## src/rtl/hdmi_audio_pacer.sv

```systemverilog
// hdmi_audio_pacer: NCO-paced audio frame FIFO feeding the hdmi core.
// Define HDMI_AUDIO_PACER_ZERO_ON_UNDERRUN_EN to emit silence on underrun.
module hdmi_audio_pacer #(
    parameter int CLK_HZ     = 27000000,
    parameter int AUDIO_RATE = 32000,
    parameter int CHANNELS   = 2,
    parameter int IN_WIDTH   = 16,
    parameter int OUT_WIDTH  = 16,
    parameter int FIFO_DEPTH = 8,
    parameter int ACC_WIDTH  = 32
) (
    input  logic                            clk,
    input  logic                            resetn,
    input  logic                            in_valid,
    output logic                            in_ready,
    input  logic [CHANNELS*IN_WIDTH-1:0]    in_data,
    output logic [CHANNELS*OUT_WIDTH-1:0]   out_sample,
    output logic                            clk_audio,
    output logic                            sample_tick,
    output logic [$clog2(FIFO_DEPTH):0]     fifo_level,
    output logic                            underrun,
    output logic                            overrun,
    input  logic                            clear_flags
);
    localparam int LW = $clog2(FIFO_DEPTH);
    localparam logic [ACC_WIDTH:0] CLK_W  = (ACC_WIDTH+1)'(CLK_HZ);
    localparam logic [ACC_WIDTH:0] STEP_W = (ACC_WIDTH+1)'(2*AUDIO_RATE);
    localparam logic [LW:0]        FULL   = (LW+1)'(FIFO_DEPTH);

    logic [ACC_WIDTH-1:0]          acc;
    logic [ACC_WIDTH:0]            sum;
    logic                          toggle, pop, push, take;
    logic [CHANNELS*IN_WIDTH-1:0]  mem [FIFO_DEPTH];
    logic [LW-1:0]                 wr_ptr, rd_ptr;
    logic [CHANNELS*IN_WIDTH-1:0]  head;
    logic [CHANNELS*OUT_WIDTH-1:0] head_conv;

    assign in_ready = fifo_level != FULL;

    always_comb begin
        sum    = {1'b0, acc} + STEP_W;
        toggle = sum >= CLK_W;
        pop    = toggle && !clk_audio;
        push   = in_valid && in_ready;
        take   = pop && fifo_level != '0;
        head   = mem[rd_ptr];
    end

    for (genvar c = 0; c < CHANNELS; c++) begin : g_ch
        if (OUT_WIDTH > IN_WIDTH) begin : g_wide
            assign head_conv[c*OUT_WIDTH +: OUT_WIDTH] =
                {head[c*IN_WIDTH +: IN_WIDTH], {(OUT_WIDTH-IN_WIDTH){1'b0}}};
        end else begin : g_narrow
            assign head_conv[c*OUT_WIDTH +: OUT_WIDTH] =
                head[c*IN_WIDTH + IN_WIDTH - OUT_WIDTH +: OUT_WIDTH];
        end
    end

    // Storage needs no reset: reset clears the pointers, which discards it.
    always_ff @(posedge clk)
        if (push) mem[wr_ptr] <= in_data;

    always_ff @(posedge clk or negedge resetn) begin
        if (!resetn) begin
            acc         <= '0;
            clk_audio   <= 1'b0;
            sample_tick <= 1'b0;
            wr_ptr      <= '0;
            rd_ptr      <= '0;
            fifo_level  <= '0;
            out_sample  <= '0;
            underrun    <= 1'b0;
            overrun     <= 1'b0;
        end else begin
            acc         <= ACC_WIDTH'(toggle ? sum - CLK_W : sum);
            clk_audio   <= clk_audio ^ toggle;
            sample_tick <= pop;
            wr_ptr      <= push ? wr_ptr + 1'b1 : wr_ptr;
            rd_ptr      <= take ? rd_ptr + 1'b1 : rd_ptr;
            fifo_level  <= fifo_level + (LW+1)'(push) - (LW+1)'(take);
`ifdef HDMI_AUDIO_PACER_ZERO_ON_UNDERRUN_EN
            out_sample  <= take ? head_conv : pop ? '0 : out_sample;
`else
            out_sample  <= take ? head_conv : out_sample;
`endif
            underrun    <= !clear_flags && (underrun || (pop && !take));
            overrun     <= !clear_flags && (overrun || (in_valid && !in_ready));
        end
    end
endmodule

```

## config.mk

```make
export PLATFORM = sky130hd
export DESIGN_NAME = hdmi_audio_pacer
export DESIGN_NICKNAME = d
export VERILOG_FILES = /design/src/rtl/hdmi_audio_pacer.sv
export SDC_FILE = /design/constraint.sdc
export NUM_CORES = 1
export LEC_CHECK = 0
export ABC_CLOCK_PERIOD_IN_PS = 6200
export CAP_MARGIN = 20
export CELL_PAD_IN_SITES_DETAIL_PLACEMENT = 0
export CELL_PAD_IN_SITES_GLOBAL_PLACEMENT = 1
export CORE_UTILIZATION = 44
export DETAILED_ROUTE_END_ITERATION = 8
export HOLD_SLACK_MARGIN = 0.03
export PLACE_DENSITY_LB_ADDON = 0.15
export SLEW_MARGIN = 20
export SYNTH_ARGS = -nofsm -noshare
export SYNTH_HDL_FRONTEND = slang
export SYNTH_SLANG_ARGS = --single-unit
```

## constraint.sdc

```tcl
create_clock -name clk -period 6.2 [get_ports clk]
set_clock_uncertainty 0.15 [all_clocks]
set_input_delay 0.93 -clock clk [delete_from_list [all_inputs] [get_ports clk]]
set_output_delay 0.93 -clock clk [all_outputs]
set_load 0.02 [all_outputs]
```

### Word-level counts from Yosys, hierarchy flattened

Memory sizes are Yosys's and may differ from the RTL's. A register that Yosys moved wholly into a read port is not among the register bits.
Index checks and enable logic that the tools add are counted.

* memories: 1
* register bits after elaboration: 46
* word-level logic and storage cells: 36
* input bits: 36
* output and inout port bits: 41
* bits in writable memories: 256

* bitwise gates (word level): 1
* equality and inequality tests: 1
* $add $sub $neg: 6
* order comparisons: 1
* multiplexer cells: 3
* reduce and logical (&&, ||, !) cells: 15

Memory list
* mem: words 8, width 32, rd ports 1, clocked after memory_dff 1, wr ports 1, line 33 `logic [CHANNELS*IN_WIDTH-1:0] mem [FIFO_DEPTH];`

Operators with widths (number)
* $add A32 B16 Y33 const B: 1
* $ge A33 B25 Y1 const B: 1
* $mux W32: 1
* $sub A32 B25 Y32 const B: 1
* $logic_and A1 B1 Y1: 7
* $add A3 B1 Y3 const B: 2
* $logic_not A1 Y1: 5
* $add A4 B1 Y4: 1
* $ne A4 B4 Y1 const B: 1
* $reduce_bool A4 Y1: 1
* $sub A4 B1 Y4: 1
* $logic_or A1 B1 Y1: 2
* $mux W1: 2
* $xor A1 B1 Y1: 1

### Logic depth before layout (Yosys ltp)

* word-level depth: 8
* mapped depth: 20
* depth with buffers taken out: 17

### Least setup slack after synthesis

No wires, ideal clock.

* path kind: flip-flop to flip-flop
* from: reg acc[11]
* to: reg fifo_level[2]
* period minus slack after synthesis: 5.074 ns
* arrival: 4.801 ns
* path buffers: 5
* required time: 5.927 ns
* slack: 1.126 ns
* library setup time: 0.123 ns
* cell stages (with the launch flop): 21
* path through: dfrtp_1 -> buf_6 -> or4_4 -> nor3_2 -> buf_4 -> a21oi_1 -> o22ai_2 -> nand2_1 -> or4_4 -> o211ai_4 -> buf_2 -> ha_1 -> a21boi_1 -> clkbuf_1 -> clkbuf_1 -> ha_1 -> inv_1 -> ha_1 -> inv_1 -> fa_1 -> xnor2_1

* cells in the longest elaborated chain, start to end: 5

RTL lines
* start: declaration: line 30 `logic [ACC_WIDTH-1:0] acc;`
* start signal: assignment: line 75 `acc <= ACC_WIDTH'(toggle ? sum - CLK_W : sum);`
* $add A32 B16 Y33: line 41 `sum = {1'b0, acc} + STEP_W;`
* $ge A33 B25 Y1: line 42 `toggle = sum >= CLK_W;`
* $logic_and A1 B1 Y1: line 43 `pop = toggle && !clk_audio;`
* named net pop: line 32 `logic toggle, pop, push, take;`
* $logic_and A1 B1 Y1: line 45 `take = pop && fifo_level != '0;`
* named net take: line 32
* $sub A4 B1 Y4: line 80 `fifo_level <= fifo_level + (LW+1)'(push) - (LW+1)'(take);`
* end signal: assignment: line 80
* end: declaration: line 20 `output logic [$clog2(FIFO_DEPTH):0] fifo_level,`

The timed path passes the listed nets, and every way through them passes these cells.
A chain may end at the register's enable or synchronous reset.

### Worst setup path in the final report

* from: reg acc[11]
* to: reg rd_ptr[1]

* cells in the longest elaborated chain, start to end: 4

RTL lines
* $add A32 B16 Y33: line 41
* $ge A33 B25 Y1: line 42
* $logic_and A1 B1 Y1: line 43
* named net pop: line 32
* $logic_and A1 B1 Y1: line 45
* end signal: assignment: line 79 `rd_ptr <= take ? rd_ptr + 1'b1 : rd_ptr;`
* end: declaration: line 34 `logic [LW-1:0] wr_ptr, rd_ptr;`

The timed path passes the listed nets, and every way through them passes these cells.

==> out/metrics.yaml <==
status: "finished clean"
syn_inst: 787
p_clk_frac: 0.391
grt_start_max_net_pins: 68
r2r_cells: 11
fmaxAchievable_ghz: 0.214
die_area_sq_um: 31300
cts.path.max_buffers: 3
vdd_drop_max_mv: 0.237
end_kind: "flip-flop"
hold_buffers: 0
crit_start: "acc[11]"
drive_gt1_frac: 0.177
cap_violations: 0
hold-worst-slack_ns: 0.271
nets: 929
power_frac_seq: 0.507
grt_overflow: 0
tns_ns: 0
cp-endpoint: "rd_ptr[1]"
r2r-start: "acc[11]"
combinationalPowerShare: 0.102
die_h_microns: 177
r2r_end: "rd_ptr[1]"
crit_type: "reg -> reg"
area_delta_synth_final_pct: 18.3
max_slew_margin: 0.257
cts_resized: 0
syn-cell-area_sq_um: 13500
arrival_ns: 4.91
yosysSeqAreaShare: 0.705
power.share.switching: 0.234
p_leak_nw: 5.43
htree_levels: 2
finalCritPeriodShare: 0.753
path_clk_slew_ns: 0.06
grt_use_total: 0.183
min_period_ns: 4.67
die_w_microns: 177
grt_first_pass_wirelength_microns: 42600
grt_pass1_vias: 7564
final_hold_viol_count: 0
fin_util: 0.533
io_buffers: 76
vias_per_cell: 5.53
setup_viol: 0
holdCritPathClass: "in -> async"
synth-main-ff-cell: "edfxtp_1"
drc: 0
numClockSinks: 328
async_reset_ff_frac: 0.220
synth_seq_cells: 328
cp_max_fo: 67
clkLatencyLatePin_ns: 0.51
cts_root_buffer: "clkbuf_16"
p_int_mw: 4.14
synth_edf_count: 256
wl_per_cell_microns: 21.1
start_util: 0.451
ios: 77
yosysWarningCount: 0
pwr_density_cell_nw_per_um2: 340
syn_nets: 837
routed_wl_microns: 27300
n_fill_cell: 2343
antenna_found_initial: 1
vias: 7177
synth.distinct_cells: 63
switchingPower_mw: 1.27
cts_setup_buffers: 0
worst_slew_pin_slew_ns: 1.11
worstPathRequired_ns: 6.44
yosys.area.top_type: "edfxtp_1"
synth_top_area_share: 0.571
synth_area_leaders: "edfxtp_1 (57%), dfrtp_1 (13%), mux4_2 (11%)"
syn_area_per_cell_sq_um: 17.1
cts_buffers: 37
gp_congestion: 0.793
rows: 63
dpl_worst_slack_ns: 1.52
setup_ws_ns: 1.53
cp-start-kind: "flip-flop"
drv_slew: 0
hpwl_microns: 15400
cts_tree: "built"
fp.coreArea_sq_um: 29900
drtIter0Drc: 468
ant_nets: 0
rsz0062_at_grt: "false"
reg2reg_slack_ns: 1.53
first_pass_iters: 5
==> critical path, stage by stage, from the launching register on <==
cell and delay (ns):
dfrtp_1 0.49, or4_4 0.63, nor3_2 0.53, a21oi_1 0.16
o22ai_2 0.31, nand2_1 0.12, or4_4 0.51, o211ai_4 0.19
ha_1 0.23, a21boi_4 0.19, buf_4 0.62, mux2_2 0.40
==> worst min path at each step <==
stage / cells past startpoint / startpoint / to
final: 1 / resetn / acc[13]
after global routing: 1 / resetn / acc[14]
after CTS: 1 / resetn / acc[13]
after detailed placement: 1 / acc[6] / acc[6]
after global placement: 1 / acc[6] / acc[6]
after floorplan: 1 / acc[6] / acc[6]
==> stage by stage <==
step,cells,instance area (sq um),power [mW]
after floorplan,787,13500,3.06
after global placement,1230,14700,3.32
after detailed placement,1230,14700,3.36
after CTS,1296,15900,5.48
after global routing,1297,15900,5.62
final,1297,15900,5.41
==> placed cells by master (no fill, tap or decap), types with 3 or more instances in the layout <==
cell type,n
nand2b_1,6
o22ai_1,3
nand3_1,13
o21ai_0,3
ha_1,13
nor2_1,51
edfxtp_1,256
bufinv_16,3
or3_1,3
and2_1,3
nor3_2,4
clkbuf_16,38
mux4_2,64
a31oi_1,6
clkinv_2,6
and3_1,6
nand4_1,4
dfrtp_1,69
nor3b_1,3
nor3_1,7
nand2_1,35
xor2_1,21
a21oi_1,48
clkdlybuf4s50_1,75
mux2_2,3
buf_4,13
clkbuf_1,10
mux2i_1,33
a211oi_1,3
xnor2_1,28
nor2_4,6
and4_1,3
clkinv_1,3
inv_1,16
==> layout make-up <==
class | count | area (sq um) | area share
inverters | 17 | 63.8 | 0.00401
flip-flops and latches | 328 | 9500 | 0.596
multi-input cells | 406 | 3810 | 0.240
clock inverters | 16 | 171 | 0.0108
repair buffers | 89 | 868 | 0.0545
diodes | 1 | 2.50 | 0.000157
clock buffers | 50 | 1020 | 0.0638
well taps | 390 | 488 | 0.0306
==> Yosys cell counts, types with 2 or more instances <==
cell and count:
edfxtp_1 256, dfrtp_1 72, mux4_2 64, nor2_1 57, a21oi_1 48, nand2_1 35
mux2i_1 33, xnor2_1 28, xor2_1 21, clkbuf_1 18, inv_1 16, ha_1 13
nand3_1 13, buf_1 12, nor3_1 9, a31oi_1 6, and3_1 6, nand2b_1 6
nand4_1 4, a211oi_1 3, and2_1 3, and4_1 3, buf_2 3, mux2_2 3
nor3b_1 3, o21ai_0 3, o22ai_1 3, or3_1 3, a21o_1 2, a311oi_1 2
a41oi_1 2, buf_6 2, nor3_2 2, o21ai_1 2, o22ai_2 2, or4_4 2
==> flip-flops by register name, indices dropped and copies added (netlist names) <==
register,count
acc,26
clk_audio,1
fifo_level,4
mem,256
out_sample,32
overrun,1
rd_ptr,3
sample_tick,1
underrun,1
wr_ptr,3
==> cells by family (layout without fill, tap and decap cells) <==
group | count (synthesis) | after routing | synth area share
AO/OA/AOI/OAI | 88 | 88 | 0.0420
XOR/XNOR | 49 | 49 | 0.0319
adder cells (fa/ha/maj) | 14 | 14 | 0.0136
buffers and inverters | 53 | 172 | 0.0165
flip-flops | 328 | 328 | 0.705
multiplexers | 100 | 100 | 0.134
other | 0 | 1 | 0
AND/OR/NAND/NOR | 155 | 155 | 0.0569
==> per-layer routing <==
layer  vias to the layer above  routed length, microns  track usage
met5                         -                       0            0
met4                         0                     556       0.0550
li1                       3253                       -            -
met3                        42                    1350       0.0318
met2                       163                   13900        0.317
met1                      3719                   11500        0.234
==> power by group through the flow <==
| stage | sequential [mW] | clock (mW) | combinational (mW) |
|---|---|---|---|
| after floorplan | 2.79 | 0 | 0.273 |
| after global placement | 2.77 | 0 | 0.552 |
| after detailed placement | 2.79 | 0 | 0.566 |
| after CTS | 2.75 | 2.17 | 0.568 |
| after global routing | 2.76 | 2.25 | 0.602 |
| final | 2.74 | 2.12 | 0.550 |
No activity file was read; power rests on OpenSTA's default activity.
